===== src/rtl/if_stage_if.sv =====
// if_stage_if -- bundle of the fetch-stage signals between the next-PC logic,
// hazard unit, instruction memory and the IF/ID consumer on one side and
// if_stage on the other.
//   npc, redirect, stall     : next-PC / hazard controls into the fetch stage
//   imem_rvalid, imem_rdata  : instruction memory response
//   pc_out, imem_req/addr    : current PC and the fetch request
//   if_id_pc/instr/valid     : IF/ID pipeline register contents
//   fetch_state              : fetch FSM state (IDLE=0 FETCH=1 DROP=2 BUF=3)
// slave  : seen by if_stage
// master : seen by the surrounding pipeline / memory
interface if_stage_if;
    logic [31:0] npc;
    logic        redirect;
    logic        stall;
    logic        imem_rvalid;
    logic [31:0] imem_rdata;
    logic [31:0] pc_out;
    logic        imem_req;
    logic [31:0] imem_addr;
    logic [31:0] if_id_pc;
    logic [31:0] if_id_instr;
    logic        if_id_valid;
    logic [1:0]  fetch_state;

    modport slave (
        input  npc, redirect, stall, imem_rvalid, imem_rdata,
        output pc_out, imem_req, imem_addr, if_id_pc, if_id_instr, if_id_valid, fetch_state
    );
    modport master (
        output npc, redirect, stall, imem_rvalid, imem_rdata,
        input  pc_out, imem_req, imem_addr, if_id_pc, if_id_instr, if_id_valid, fetch_state
    );
endinterface


===== src/rtl/if_stage.sv =====
// if_stage -- instruction fetch stage with a single outstanding imem request.
// Holds the fetch PC, issues requests in FETCH, drops responses made stale by
// a redirect (DROP), parks a response that arrived during a stall (BUF), and
// owns the IF/ID pipeline register.
// Ports:
//   clk  : clock, rising edge
//   rstn : synchronous active-low reset
//   bus  : if_stage_if.slave (npc/redirect/stall/imem response in,
//          pc_out/imem request/IF/ID/fetch_state out)
module if_stage #(
    parameter logic [31:0] RESET_PC  = 32'h0000_0000,
    parameter logic [31:0] NOP_INSTR = 32'h0000_0013
) (
    input  logic        clk,
    input  logic        rstn,
    if_stage_if.slave   bus
);
    typedef enum logic [1:0] {
        S_IDLE  = 2'd0,
        S_FETCH = 2'd1,
        S_DROP  = 2'd2,
        S_BUF   = 2'd3
    } state_t;

    state_t      r_state, w_state_nxt;
    logic [31:0] r_pc, w_pc_nxt;
    logic [31:0] r_tgt, w_tgt_nxt;
    logic [31:0] r_buf, w_buf_nxt;
    logic [31:0] r_if_pc, w_if_pc_nxt;
    logic [31:0] r_if_instr, w_if_instr_nxt;
    logic        r_if_valid, w_if_valid_nxt;

    always_ff @(posedge clk) begin
        if (!rstn) begin
            r_state    <= S_IDLE;
            r_pc       <= RESET_PC;
            r_tgt      <= 32'd0;
            r_buf      <= 32'd0;
            r_if_pc    <= 32'd0;
            r_if_instr <= NOP_INSTR;
            r_if_valid <= 1'b0;
        end else begin
            r_state    <= w_state_nxt;
            r_pc       <= w_pc_nxt;
            r_tgt      <= w_tgt_nxt;
            r_buf      <= w_buf_nxt;
            r_if_pc    <= w_if_pc_nxt;
            r_if_instr <= w_if_instr_nxt;
            r_if_valid <= w_if_valid_nxt;
        end
    end

    always_comb begin
        w_state_nxt    = r_state;
        w_pc_nxt       = r_pc;
        w_tgt_nxt      = r_tgt;
        w_buf_nxt      = r_buf;
        w_if_pc_nxt    = r_if_pc;
        w_if_instr_nxt = r_if_instr;
        w_if_valid_nxt = r_if_valid;
        case (r_state)
            S_IDLE: w_state_nxt = S_FETCH;
            S_FETCH: begin
                if (bus.redirect) begin
                    // Squash the IF/ID slot; the in-flight word is wrong-path.
                    w_if_valid_nxt = 1'b0;
                    w_if_instr_nxt = NOP_INSTR;
                    if (bus.imem_rvalid) begin
                        w_pc_nxt = bus.npc;
                    end else begin
                        // Response still owed: remember the target and eat it later.
                        w_tgt_nxt   = bus.npc;
                        w_state_nxt = S_DROP;
                    end
                end else if (bus.imem_rvalid) begin
                    if (!bus.stall) begin
                        w_if_pc_nxt    = r_pc;
                        w_if_instr_nxt = bus.imem_rdata;
                        w_if_valid_nxt = 1'b1;
                        w_pc_nxt       = bus.npc;
                    end else begin
                        w_buf_nxt   = bus.imem_rdata;
                        w_state_nxt = S_BUF;
                    end
                end else if (!bus.stall) begin
                    // Downstream consumed IF/ID but nothing new arrived: bubble.
                    w_if_valid_nxt = 1'b0;
                    w_if_instr_nxt = NOP_INSTR;
                end
            end
            S_DROP: begin
                if (bus.imem_rvalid) begin
                    w_pc_nxt    = bus.redirect ? bus.npc : r_tgt;
                    w_state_nxt = S_FETCH;
                end else if (bus.redirect) begin
                    w_tgt_nxt = bus.npc;
                end
            end
            S_BUF: begin
                if (bus.redirect) begin
                    w_pc_nxt       = bus.npc;
                    w_if_valid_nxt = 1'b0;
                    w_if_instr_nxt = NOP_INSTR;
                    w_state_nxt    = S_FETCH;
                end else if (!bus.stall) begin
                    w_if_pc_nxt    = r_pc;
                    w_if_instr_nxt = r_buf;
                    w_if_valid_nxt = 1'b1;
                    w_pc_nxt       = bus.npc;
                    w_state_nxt    = S_FETCH;
                end
            end
            default: w_state_nxt = S_IDLE;
        endcase
    end

    assign bus.pc_out      = r_pc;
    assign bus.imem_req    = (r_state == S_FETCH);
    assign bus.imem_addr   = r_pc;
    assign bus.if_id_pc    = r_if_pc;
    assign bus.if_id_instr = r_if_instr;
    assign bus.if_id_valid = r_if_valid;
    assign bus.fetch_state = r_state;
endmodule


===== src/flat_wrapper.sv =====
// flat-port wrapper written by rule: the top's interface ports become plain ports
module if_stage_flat 
#(
    parameter logic [31:0] RESET_PC  = 32'h0000_0000,
    parameter logic [31:0] NOP_INSTR = 32'h0000_0013
)
  (clk, rstn, bus_npc, bus_redirect, bus_stall, bus_imem_rvalid, bus_imem_rdata, bus_pc_out, bus_imem_req, bus_imem_addr, bus_if_id_pc, bus_if_id_instr, bus_if_id_valid, bus_fetch_state);
  if_stage_if bus_i ();
  input  logic clk;
  input  logic rstn;
  input wire logic [$bits(bus_i.npc)-1:0] bus_npc;
  input wire logic [$bits(bus_i.redirect)-1:0] bus_redirect;
  input wire logic [$bits(bus_i.stall)-1:0] bus_stall;
  input wire logic [$bits(bus_i.imem_rvalid)-1:0] bus_imem_rvalid;
  input wire logic [$bits(bus_i.imem_rdata)-1:0] bus_imem_rdata;
  output wire logic [$bits(bus_i.pc_out)-1:0] bus_pc_out;
  output wire logic [$bits(bus_i.imem_req)-1:0] bus_imem_req;
  output wire logic [$bits(bus_i.imem_addr)-1:0] bus_imem_addr;
  output wire logic [$bits(bus_i.if_id_pc)-1:0] bus_if_id_pc;
  output wire logic [$bits(bus_i.if_id_instr)-1:0] bus_if_id_instr;
  output wire logic [$bits(bus_i.if_id_valid)-1:0] bus_if_id_valid;
  output wire logic [$bits(bus_i.fetch_state)-1:0] bus_fetch_state;
  assign bus_i.npc = bus_npc;
  assign bus_i.redirect = bus_redirect;
  assign bus_i.stall = bus_stall;
  assign bus_i.imem_rvalid = bus_imem_rvalid;
  assign bus_i.imem_rdata = bus_imem_rdata;
  assign bus_pc_out = bus_i.pc_out;
  assign bus_imem_req = bus_i.imem_req;
  assign bus_imem_addr = bus_i.imem_addr;
  assign bus_if_id_pc = bus_i.if_id_pc;
  assign bus_if_id_instr = bus_i.if_id_instr;
  assign bus_if_id_valid = bus_i.if_id_valid;
  assign bus_fetch_state = bus_i.fetch_state;
  if_stage #(.RESET_PC(RESET_PC), .NOP_INSTR(NOP_INSTR)) u_core (.clk(clk), .rstn(rstn), .bus(bus_i));
endmodule

===== config.mk =====
export PLATFORM = sky130hd
export DESIGN_NAME = if_stage_flat
export DESIGN_NICKNAME = d
export VERILOG_FILES = /design/src/rtl/if_stage_if.sv /design/src/rtl/if_stage.sv /design/src/flat_wrapper.sv
export SDC_FILE = /design/constraint.sdc
export NUM_CORES = 1
export LEC_CHECK = 0
export CORE_MARGIN = 4
export CORE_UTILIZATION = 52
export CTS_CLUSTER_SIZE = 25
export DETAILED_ROUTE_END_ITERATION = 10
export PLACE_DENSITY_LB_ADDON = 0.25
export REMOVE_ABC_BUFFERS = 1
export SKIP_CTS_REPAIR_TIMING = 1
export SLEW_MARGIN = 20
export SYNTH_ARGS = -nofsm -noshare
export SYNTH_HDL_FRONTEND = slang
export SYNTH_SLANG_ARGS = --single-unit

===== constraint.sdc =====
create_clock -name clk -period 4.3 [get_ports clk]
set_clock_uncertainty 0.15 [all_clocks]
set_input_delay 0.645 -clock clk [delete_from_list [all_inputs] [get_ports clk]]
set_output_delay 0.645 -clock clk [all_outputs]
set_load 0.03 [all_outputs]

==> results.py, run 1 <==
metrics = {
    "setup_path": {
        "r2r_start": "u_core.bus.fetch_state[0]$_SDFFE_PN0P_",
        "end_kind": "output port",
        "crit_start": "u_core.bus.fetch_state[0]$_SDFFE_PN0P_",
        "ff2ff_path_depth": 5,
        "cp-start-kind": "flip-flop",
        "cp_slowest_stage_delay_ns": 0.73,
        "cp.arrival_ns": 2.15,
        "reg2reg_to": "u_core.bus.if_id_pc[13]$_SDFFE_PN0P_",
        "cp_slowest_cell": "clkdlybuf4s50_1",
        "crit_cells": 2,
        "critical_path_buf_inv_count": 2,
        "crit_path_end": "bus_fetch_state[0]",
        "cp_data_required_time_ns": 3.50,
        "cp_max_fo": 27,
        "r2r_slack_ns": 1.76,
        "path_cells": "buf_4 > clkdlybuf4s50_1",
        "crit_type": "reg2out",
        "cpLargestDelayFamily": "buffers and inverters",
    },
    "timing": {
        "hold_violations": 0,
        "slew_violations": 0,
        "fin_crit_sh_pct": 68.4,
        "setup_viol": 0,
        "final.min_clock_period_ns": 2.94,
        "slew_headroom_pct": 36.8,
        "rsz0062_at_grt": "false",
        "whs_ns": 0.302,
        "worstMarginPinSlew_ns": 0.947,
        "fmax_ghz": 0.340,
    },
    "layout": {
        "final_common_cell": "clkdlybuf4s50_1",
        "layout.nets": 1004,
        "final_cell_mix": "clkdlybuf4s50_1 (199), nand2_1 (197), dfxtp_1 (163)",
        "syn_to_final_growth_pct": 33.7,
        "drive_gt1_share_pct": 6.33,
        "fin_area_um2": 9530,
        "antenna_cells": 0,
    },
    "place": {
        "gp_congestion": 0.792,
        "dpl.hpwl_um": 12400,
        "placed_cell_area_um2": 8910,
        "io_buffers": 200,
    },
    "detailed_routing": {
        "drt_iter0_drc": 448,
        "ant_nets": 0,
        "drt-wirelength-per-cell_um": 17.2,
        "num_vias": 6308,
        "drc": 1,
        "viasPerCell": 5.61,
        "drtPass1Iterations": 8,
        "drt-total-wl_um": 19400,
    },
    "logic_synthesis": {
        "syn_avg_cell_area_um2": 8.85,
        "yosysTopAreaCell": "dfxtp_1",
        "synth_top_area_share_pct": 45.8,
        "yosys-top-cells-area": "dfxtp_1 (46%), nand2_1 (10%), a21boi_0 (6.5%)",
        "syn-cell-area_um2": 7130,
        "ys_seq_elements": 163,
        "synth_cell_types": 34,
        "syn_inst": 805,
        "synth_warnings": 0,
        "ys_seq_area_share_pct": 45.8,
    },
    "global_route": {
        "track_usage_pct": 24.3,
        "grt_overflow": 0,
        "grt_pass1_vias": 6216,
        "antenna_found_initial": 0,
        "grt_max_degree": 108,
        "grt_pass1_wl_um": 31700,
    },
    "cts": {
        "cts.path.max_buffers": 2,
        "cts.sinks": 163,
        "cts_tree": "built",
        "clockRootBuffer": "clkbuf_16",
        "numCtsBuffers": 17,
        "clk_pin_slew_ns": 0.06,
        "h-tree-depth": 4,
        "worstSkewPairLatency_ns": 0.42,
    },
    "power": {
        "vdd_drop_max_uv": 247,
        "p_per_area_nw_per_um2": 393,
        "leakagePower_nw": 3.67,
    },
    "floorplan": {
        "rows": 42,
        "die_w_um": 125,
        "dieArea_um2": 15600,
        "coreArea_um2": 13300,
        "die_h_um": 125,
        "design.portCount": 201,
        "start_util_pct": 53.4,
    },
    "worst_hold_path": {
        "hp-class": "reg2reg",
    },
    "status": {
        "violations": "design-rule violations",
        "outcome": "finished, violations left",
    },
    "job": {
        "max_cap_viol_count": 0,
    },
}
where the power goes:
group	internal, mW	switching [mW]
clock network	0.993	0.583
registers	1.57	0.0491
logic	0.244	0.313
synth_stat cells (all sizes together):
master	instances
buf	58
nor3b	1
a31oi	28
dfxtp	163
a21oi	3
a21boi	96
inv	1
o21a	2
a221oi	1
nor2	2
o211a	32
clkbuf	46
nand3	1
o2bb2ai	29
and2b	1
and3	30
a32oi	1
nand2	198
a22o	1
nor2b	6
o22ai	3
nand2b	2
mux2	3
or2	2
o21ai	33
or3b	1
and2	29
mux2i	32
final cells by class:
class / instances / area [um2]
fill: 1004 / 3810
multi-input combinational: 537 / 3320
sequential: 163 / 3260
timing repair buffer: 215 / 2110
clock buffer: 20 / 457
tap: 176 / 220
clock inverter: 12 / 160
inverter: 1 / 3.75
worst register-to-register path, delay by kind of cell (launching register included):
family | cells | cell delay [ns]
and+or+nand+nor | 3 | 1.28
DFF | 1 | 0.61
buffers and inverters | 1 | 0.33
AOI/OAI and AO/OA | 1 | 0.07
kinds of logic after synthesis:
group	synth area share [%]
DFF	45.8
muxes	4.97
and+or+nand+nor	17.1
buffers and inverters	7.93
AOI/OAI and AO/OA	24.3
worst min-delay path by stage:
stage / start / end / slack [ns] / depth (start not counted)
after floorplan: u_core.r_buf[17]$_SDFFE_PN0P_ / u_core.r_buf[17]$_SDFFE_PN0P_ / 0.28 / 2
after global placement: u_core.r_buf[8]$_SDFFE_PN0P_ / u_core.r_buf[8]$_SDFFE_PN0P_ / 0.29 / 2
after detailed placement: u_core.bus.if_id_pc[12]$_SDFFE_PN0P_ / u_core.bus.if_id_pc[12]$_SDFFE_PN0P_ / 0.29 / 2
after CTS: u_core.bus.if_id_pc[12]$_SDFFE_PN0P_ / u_core.bus.if_id_pc[12]$_SDFFE_PN0P_ / 0.30 / 2
after global routing: u_core.bus.if_id_pc[12]$_SDFFE_PN0P_ / u_core.bus.if_id_pc[12]$_SDFFE_PN0P_ / 0.32 / 2
final: u_core.bus.if_id_pc[12]$_SDFFE_PN0P_ / u_core.bus.if_id_pc[12]$_SDFFE_PN0P_ / 0.30 / 2
per-layer routing:
layer,up-vias,routed length (um),global-route usage (%)
li1,3005,-,-
met1,3040,8220,30.0
met2,239,9510,41.2
met3,24,1400,7.25
met4,0,230,7.40
met5,-,0,0
per-stage QoR:
step / total power, mW / setup TNS [ns] / std cells / setup slack (ns) / util [%]
2_1_floorplan: 1.91 / -29.23 / 701 / -0.913 / -
3_3_place_gp: 2.18 / 0 / 1092 / 1.24 / 66.8
3_5_place_dp: 2.20 / 0 / 1092 / 1.14 / 66.8
4_1_cts: 3.77 / 0 / 1124 / 1.40 / 71.4
5_1_grt: 3.87 / 0 / 1124 / 1.30 / 71.4
6_report: 3.75 / 0 / 1124 / 1.36 / 71.4
state kept, by name, indices dropped and copies added (netlist names):
name	cells
u_core.bus.fetch_state	2
u_core.bus.if_id_pc	32
u_core.bus.if_id_instr	32
u_core.bus.if_id_valid	1
u_core.r_tgt	32
u_core.r_buf	32
u_core.bus.imem_addr	32
No activity file was read; power rests on OpenSTA's default activity.
==> run 2: changes to the inputs <==
--- a/config.mk
+++ b/config.mk
@@ -6,7 +6,7 @@
 export NUM_CORES = 1
 export LEC_CHECK = 0
 export CORE_MARGIN = 4
-export CORE_UTILIZATION = 52
+export CORE_UTILIZATION = 48
 export CTS_CLUSTER_SIZE = 25
 export DETAILED_ROUTE_END_ITERATION = 10
 export PLACE_DENSITY_LB_ADDON = 0.25
==> constraint.sdc (replaced) <==
create_clock -name clk -period 3 [get_ports clk]
set_clock_uncertainty 0.15 [all_clocks]
set_input_delay 0.45 -clock clk [delete_from_list [all_inputs] [get_ports clk]]
set_output_delay 0.45 -clock clk [all_outputs]
set_load 0.03 [all_outputs]
==> run 2 against run 1 <==
The flow now finishes without violations. Critical path depth unchanged. Non-clock buffer count increased by 7. Hold slack got worse by 0.0034 ns. Die area increased by 7.8%. Via count decreased by 3.4%. Sequential power increased by 43%. Global-route usage decreased by 2.8 points. Combinational power increased by 44%. Register-to-register slack got worse by 0.96 ns. Setup slack got worse by 1.1 ns. Routed wire length decreased by 5.8%. Critical path type unchanged. Largest power group unchanged.
==> results.py, run 2 (synthesis gave the netlist of run 1 again) <==
metrics = {
    "status": {
        "outcome": "complete, no violations",
    },
    "setup_path": {
        "crit_cells": 2,
        "crit_path_end": "bus_imem_req",
        "r2r_start": "u_core.bus.fetch_state[0]$_SDFFE_PN0P_",
        "cp-start-kind": "flip-flop",
        "reg2reg_to": "u_core.bus.imem_addr[8]$_SDFFE_PN0P_",
        "cp_max_fo": 18,
        "path_cells": "and2b_1 > clkdlybuf4s50_1",
        "r2r_slack_ns": 0.80,
        "crit_start": "u_core.bus.fetch_state[0]$_SDFFE_PN0P_",
        "ff2ff_path_depth": 5,
        "cpLargestDelayFamily": "buffers and inverters",
        "cp_slowest_stage_delay_ns": 0.73,
        "critical_path_buf_inv_count": 1,
        "cp_data_required_time_ns": 2.40,
        "cp_slowest_cell": "clkdlybuf4s50_1",
        "end_kind": "output port",
        "crit_type": "reg2out",
        "cp.arrival_ns": 2.16,
    },
    "timing": {
        "final.min_clock_period_ns": 2.76,
        "fmax_ghz": 0.363,
        "rsz0062_at_grt": "false",
        "slew_headroom_pct": 61.1,
        "slew_violations": 0,
        "worstMarginPinSlew_ns": 0.582,
        "whs_ns": 0.298,
        "fin_crit_sh_pct": 91.9,
        "hold_violations": 0,
        "setup_viol": 0,
    },
    "place": {
        "dpl.cell_count": 1107,
        "gp_congestion": 0.756,
        "dpl.hpwl_um": 11600,
        "io_buffers": 200,
    },
    "global_route": {
        "antenna_found_initial": 0,
        "track_usage_pct": 21.5,
        "grt_overflow": 0,
        "grt_max_degree": 80,
        "grt_pass1_wl_um": 29300,
        "grt_pass1_vias": 5943,
    },
    "worst_hold_path": {
        "hp-class": "reg2reg",
        "min_from": "u_core.r_buf[18]$_SDFFE_PN0P_",
        "hold_depth": 2,
    },
    "detailed_routing": {
        "viasPerCell": 5.36,
        "drtPass1Iterations": 5,
        "drt-wirelength-per-cell_um": 16.0,
        "drt-total-wl_um": 18200,
        "num_vias": 6095,
        "drt_iter0_drc": 359,
        "ant_nets": 0,
        "drc": 0,
    },
    "power": {
        "clkPwrFrac_pct": 39.0,
        "switching_share_pct": 26.0,
        "total_power_mw": 5.11,
        "vdd_drop_max_uv": 366,
        "p_per_area_nw_per_um2": 535,
        "p_int_mw": 3.78,
        "p_comb_share_pct": 15.7,
        "switchingPower_mw": 1.33,
        "leakagePower_nw": 3.65,
        "seqPwrFrac_pct": 45.3,
    },
    "cts": {
        "clk_pin_slew_ns": 0.06,
        "h-tree-depth": 4,
        "cts.path.max_buffers": 2,
        "cts.sinks": 163,
        "worstSkewPairLatency_ns": 0.42,
        "clockRootBuffer": "clkbuf_16",
        "numCtsBuffers": 17,
        "cts_tree": "built",
    },
    "layout": {
        "fin_util_pct": 65.7,
        "final_common_cell": "clkdlybuf4s50_1",
        "antenna_cells": 0,
        "final_cell_mix": "clkdlybuf4s50_1 (199), nand2_1 (198), dfxtp_1 (163)",
        "fin_cells": 1138,
        "drive_gt1_share_pct": 6.08,
        "syn_to_final_growth_pct": 33.9,
        "layout.nets": 1011,
    },
    "job": {
        "max_cap_viol_count": 0,
    },
    "floorplan": {
        "coreArea_um2": 14500,
        "rows": 44,
        "die_h_um": 130,
        "die_w_um": 130,
        "design.portCount": 201,
        "start_util_pct": 49.0,
        "dieArea_um2": 16900,
    },
}
==> run 2: layout make-up <==
class,count,area [um2]
Sequential cell,163,3260
Clock buffer,26,479
Multi-Input combinational cell,537,3310
Inverter,1,3.75
Timing Repair Buffer,222,2200
Clock inverter,5,52.6
Tap cell,184,230
Fill cell,1257,4990
==> run 2: worst min-delay path, stage by stage (launching register included) <==
cell	delay (ns)
dfxtp_1	0.30
nand2_1	0.05
a21boi_1	0.05
==> run 2: how the worst min path moves through the flow <==
stage                                    end  slack, ns
3_5_place_dp   u_core.r_buf[18]$_SDFFE_PN0P_       0.29
3_3_place_gp    u_core.r_buf[8]$_SDFFE_PN0P_       0.29
4_1_cts        u_core.r_buf[18]$_SDFFE_PN0P_       0.30
2_1_floorplan  u_core.r_buf[17]$_SDFFE_PN0P_       0.28
6_report       u_core.r_buf[18]$_SDFFE_PN0P_       0.30
5_1_grt        u_core.r_buf[17]$_SDFFE_PN0P_       0.32
==> run 2: power by group through the flow <==
stage	clock [mW]	sequential, mW	combinational, mW
floorplan	0	2.54	0.203
global route	2.13	2.32	0.856
finish	1.99	2.31	0.801
detailed placement	0	2.36	0.802
CTS	2.04	2.31	0.806
global placement	0	2.36	0.796
==> run 2: routing by layer <==
layer	global-route usage [%]	up-vias	share of wire, %
met3	6.55	20	7.4
li1	-	3011	-
met1	27.7	2863	45
met5	0	-	0
met4	6.85	0	1.4
met2	34.7	201	46
==> run 2: per-stage QoR <==
step | TNS [ns] | cell area (um2) | setup WS, ns
5_1_grt | 0 | 9550 | 0.144
4_1_cts | 0 | 9550 | 0.223
3_3_place_gp | 0 | 9010 | 0.482
2_1_floorplan | -70.83 | 6570 | -2.21
6_report | 0 | 9550 | 0.243
3_5_place_dp | 0 | 9010 | 0.457
==> run 3: changes to the inputs <==
--- a/config.mk
+++ b/config.mk
@@ -6,9 +6,10 @@
 export NUM_CORES = 1
 export LEC_CHECK = 0
 export CORE_MARGIN = 4
-export CORE_UTILIZATION = 48
+export CORE_UTILIZATION = 52
 export CTS_CLUSTER_SIZE = 25
 export DETAILED_ROUTE_END_ITERATION = 10
+export GPL_ROUTABILITY_DRIVEN = 1
 export PLACE_DENSITY_LB_ADDON = 0.25
 export REMOVE_ABC_BUFFERS = 1
 export SKIP_CTS_REPAIR_TIMING = 1
==> constraint.sdc (replaced) <==
create_clock -name clk -period 3.25 [get_ports clk]
set_clock_uncertainty 0.15 [all_clocks]
set_input_delay 0.4875 -clock clk [delete_from_list [all_inputs] [get_ports clk]]
set_output_delay 0.4875 -clock clk [all_outputs]
set_load 0.03 [all_outputs]
==> run 3 against run 2 <==
Sequential share of layout area decreased by 0.28 points. Via count is 1.6% higher. Register-to-register slack gained 0.21 ns. Utilization rose by 6.4 points. Global-route usage up 2.6 points. Highest routed layer is now met5. Sequential cell count unchanged. Final cell count shrank 0.79%. Sequential power fell by 8%. Combinational power is 7.5% lower. Clock power increased by 8%. Non-clock buffer count down 2.
==> results.py, run 3 (synthesis gave the netlist of run 1 again) <==
metrics = {
    "cts": {
        "cts.path.max_buffers": 2,
        "numCtsBuffers": 17,
        "clockRootBuffer": "clkbuf_16",
        "cts.sinks": 163,
        "cts_tree": "built",
        "worstSkewPairLatency_ns": 0.42,
        "clk_pin_slew_ns": 0.06,
        "h-tree-depth": 4,
    },
    "worst_hold_path": {
        "min_from": "u_core.r_buf[19]$_SDFFE_PN0P_",
        "hold_depth": 2,
        "hp-class": "reg2reg",
        "min_to": "u_core.r_buf[19]$_SDFFE_PN0P_",
    },
    "detailed_routing": {
        "num_vias": 6190,
        "ant_nets": 0,
        "drtPass1Iterations": 4,
        "drt-wirelength-per-cell_um": 16.9,
        "viasPerCell": 5.48,
        "drt-total-wl_um": 19100,
        "drc": 0,
        "drt_iter0_drc": 433,
    },
    "status": {
        "outcome": "complete, no violations",
    },
    "power": {
        "leakagePower_nw": 3.71,
        "p_per_area_nw_per_um2": 522,
        "vdd_drop_max_uv": 387,
    },
    "timing": {
        "setup_viol": 0,
        "slew_violations": 0,
        "worstMarginPinSlew_ns": 0.698,
        "final.min_clock_period_ns": 2.57,
        "hold_violations": 0,
        "rsz0062_at_grt": "false",
        "fmax_ghz": 0.390,
        "fin_crit_sh_pct": 79.0,
        "final.setup.tns_ns": 0,
        "slew_headroom_pct": 53.5,
        "whs_ns": 0.299,
    },
    "layout": {
        "layout.nets": 1009,
        "final_cell_mix": "clkdlybuf4s50_1 (199), nand2_1 (198), dfxtp_1 (163)",
        "drive_gt1_share_pct": 6.61,
        "antenna_cells": 0,
        "syn_to_final_growth_pct": 35.0,
        "final_common_cell": "clkdlybuf4s50_1",
    },
    "setup_path": {
        "r2r_slack_ns": 1.01,
        "reg2reg_to": "u_core.r_tgt[3]$_SDFFE_PN0P_",
        "crit_type": "reg2out",
        "r2r_start": "u_core.bus.fetch_state[0]$_SDFFE_PN0P_",
        "cp.arrival_ns": 1.93,
        "ff2ff_path_depth": 6,
        "cp_data_required_time_ns": 2.61,
        "end_kind": "output port",
        "cp-start-kind": "flip-flop",
        "cp_max_fo": 34,
    },
    "place": {
        "dpl.hpwl_um": 12400,
        "gp_congestion": 0.777,
        "io_buffers": 200,
    },
    "floorplan": {
        "die_w_um": 125,
        "design.portCount": 201,
        "start_util_pct": 53.4,
        "coreArea_um2": 13300,
        "dieArea_um2": 15600,
        "rows": 42,
        "die_h_um": 125,
    },
    "global_route": {
        "track_usage_pct": 24.1,
        "grt_pass1_vias": 6104,
        "grt_pass1_wl_um": 31100,
        "antenna_found_initial": 1,
        "grt_max_degree": 84,
        "grt_overflow": 0,
    },
    "job": {
        "max_cap_viol_count": 0,
    },
}
## run 3: changes by cell type in the layout (fill, tap and decap cells not counted), sizes merged
cell | before | now
bufinv | 1 | 4
clkbuf | 26 | 23
clkinvlp | 1 | 0
clkinv | 3 | 5
buf | 23 | 21
## run 3: area by class of cell
class,count,area (um2)
fillers,1017,3720
multi-input cells,537,3310
flip-flops and latches,163,3260
repair buffers,220,2170
clock buffers,23,498
well taps,176,220
clock inverters,9,149
inverters,1,3.75
## run 3: how the worst max path moves through the flow
stage | to | slack (ns) | from | cells after the start
CTS | bus_fetch_state[0] | 0.67 | u_core.bus.fetch_state[0]$_SDFFE_PN0P_ | 2
global placement | u_core.bus.if_id_instr[4]$_SDFFE_PN1P_ | 0.65 | bus_redirect | 6
detailed placement | u_core.bus.if_id_instr[1]$_SDFFE_PN1P_ | 0.59 | bus_redirect | 6
finish | bus_fetch_state[0] | 0.68 | u_core.bus.fetch_state[0]$_SDFFE_PN0P_ | 2
global route | bus_fetch_state[0] | 0.57 | u_core.bus.fetch_state[0]$_SDFFE_PN0P_ | 2
floorplan | u_core.bus.imem_addr[0]$_SDFFE_PN0P_ | -1.96 | u_core.bus.fetch_state[1]$_SDFFE_PN0P_ | 4
## run 3: through the flow
stage               std cells  area, um2  util [%]  setup slack [ns]  total power [mW]
floorplan                 701       6570         -             -1.96              2.53
global placement         1097       8980      67.2             0.645              2.90
detailed placement       1097       8980      67.2             0.592              2.92
CTS                      1129       9620      72.1             0.670              5.07
global route             1129       9620      72.1             0.571              5.20
finish                   1129       9620      72.1             0.683              5.02
## run 3: metal layers
layer	share of wire, %	global-route usage, %	vias up
met2	49	41.4	198
met4	1.2	7.14	2
li1	-	-	3012
met1	43	29.2	2956
met3	6.6	7.29	22
met5	0.047	0	-
## run 3: worst max-delay path, cell delays in order (launching register included)
cell	delay [ns]
dfxtp_1	0.42
buf_4	0.35
clkdlybuf4s50_1	0.73
## run 3: power by group
| part | internal, mW | leakage, nW | switching (mW) |
|---|---|---|---|
| Combinational | 0.329 | 2.06 | 0.412 |
| Sequential | 2.07 | 1.32 | 0.0621 |
| Clock | 1.38 | 0.323 | 0.764 |
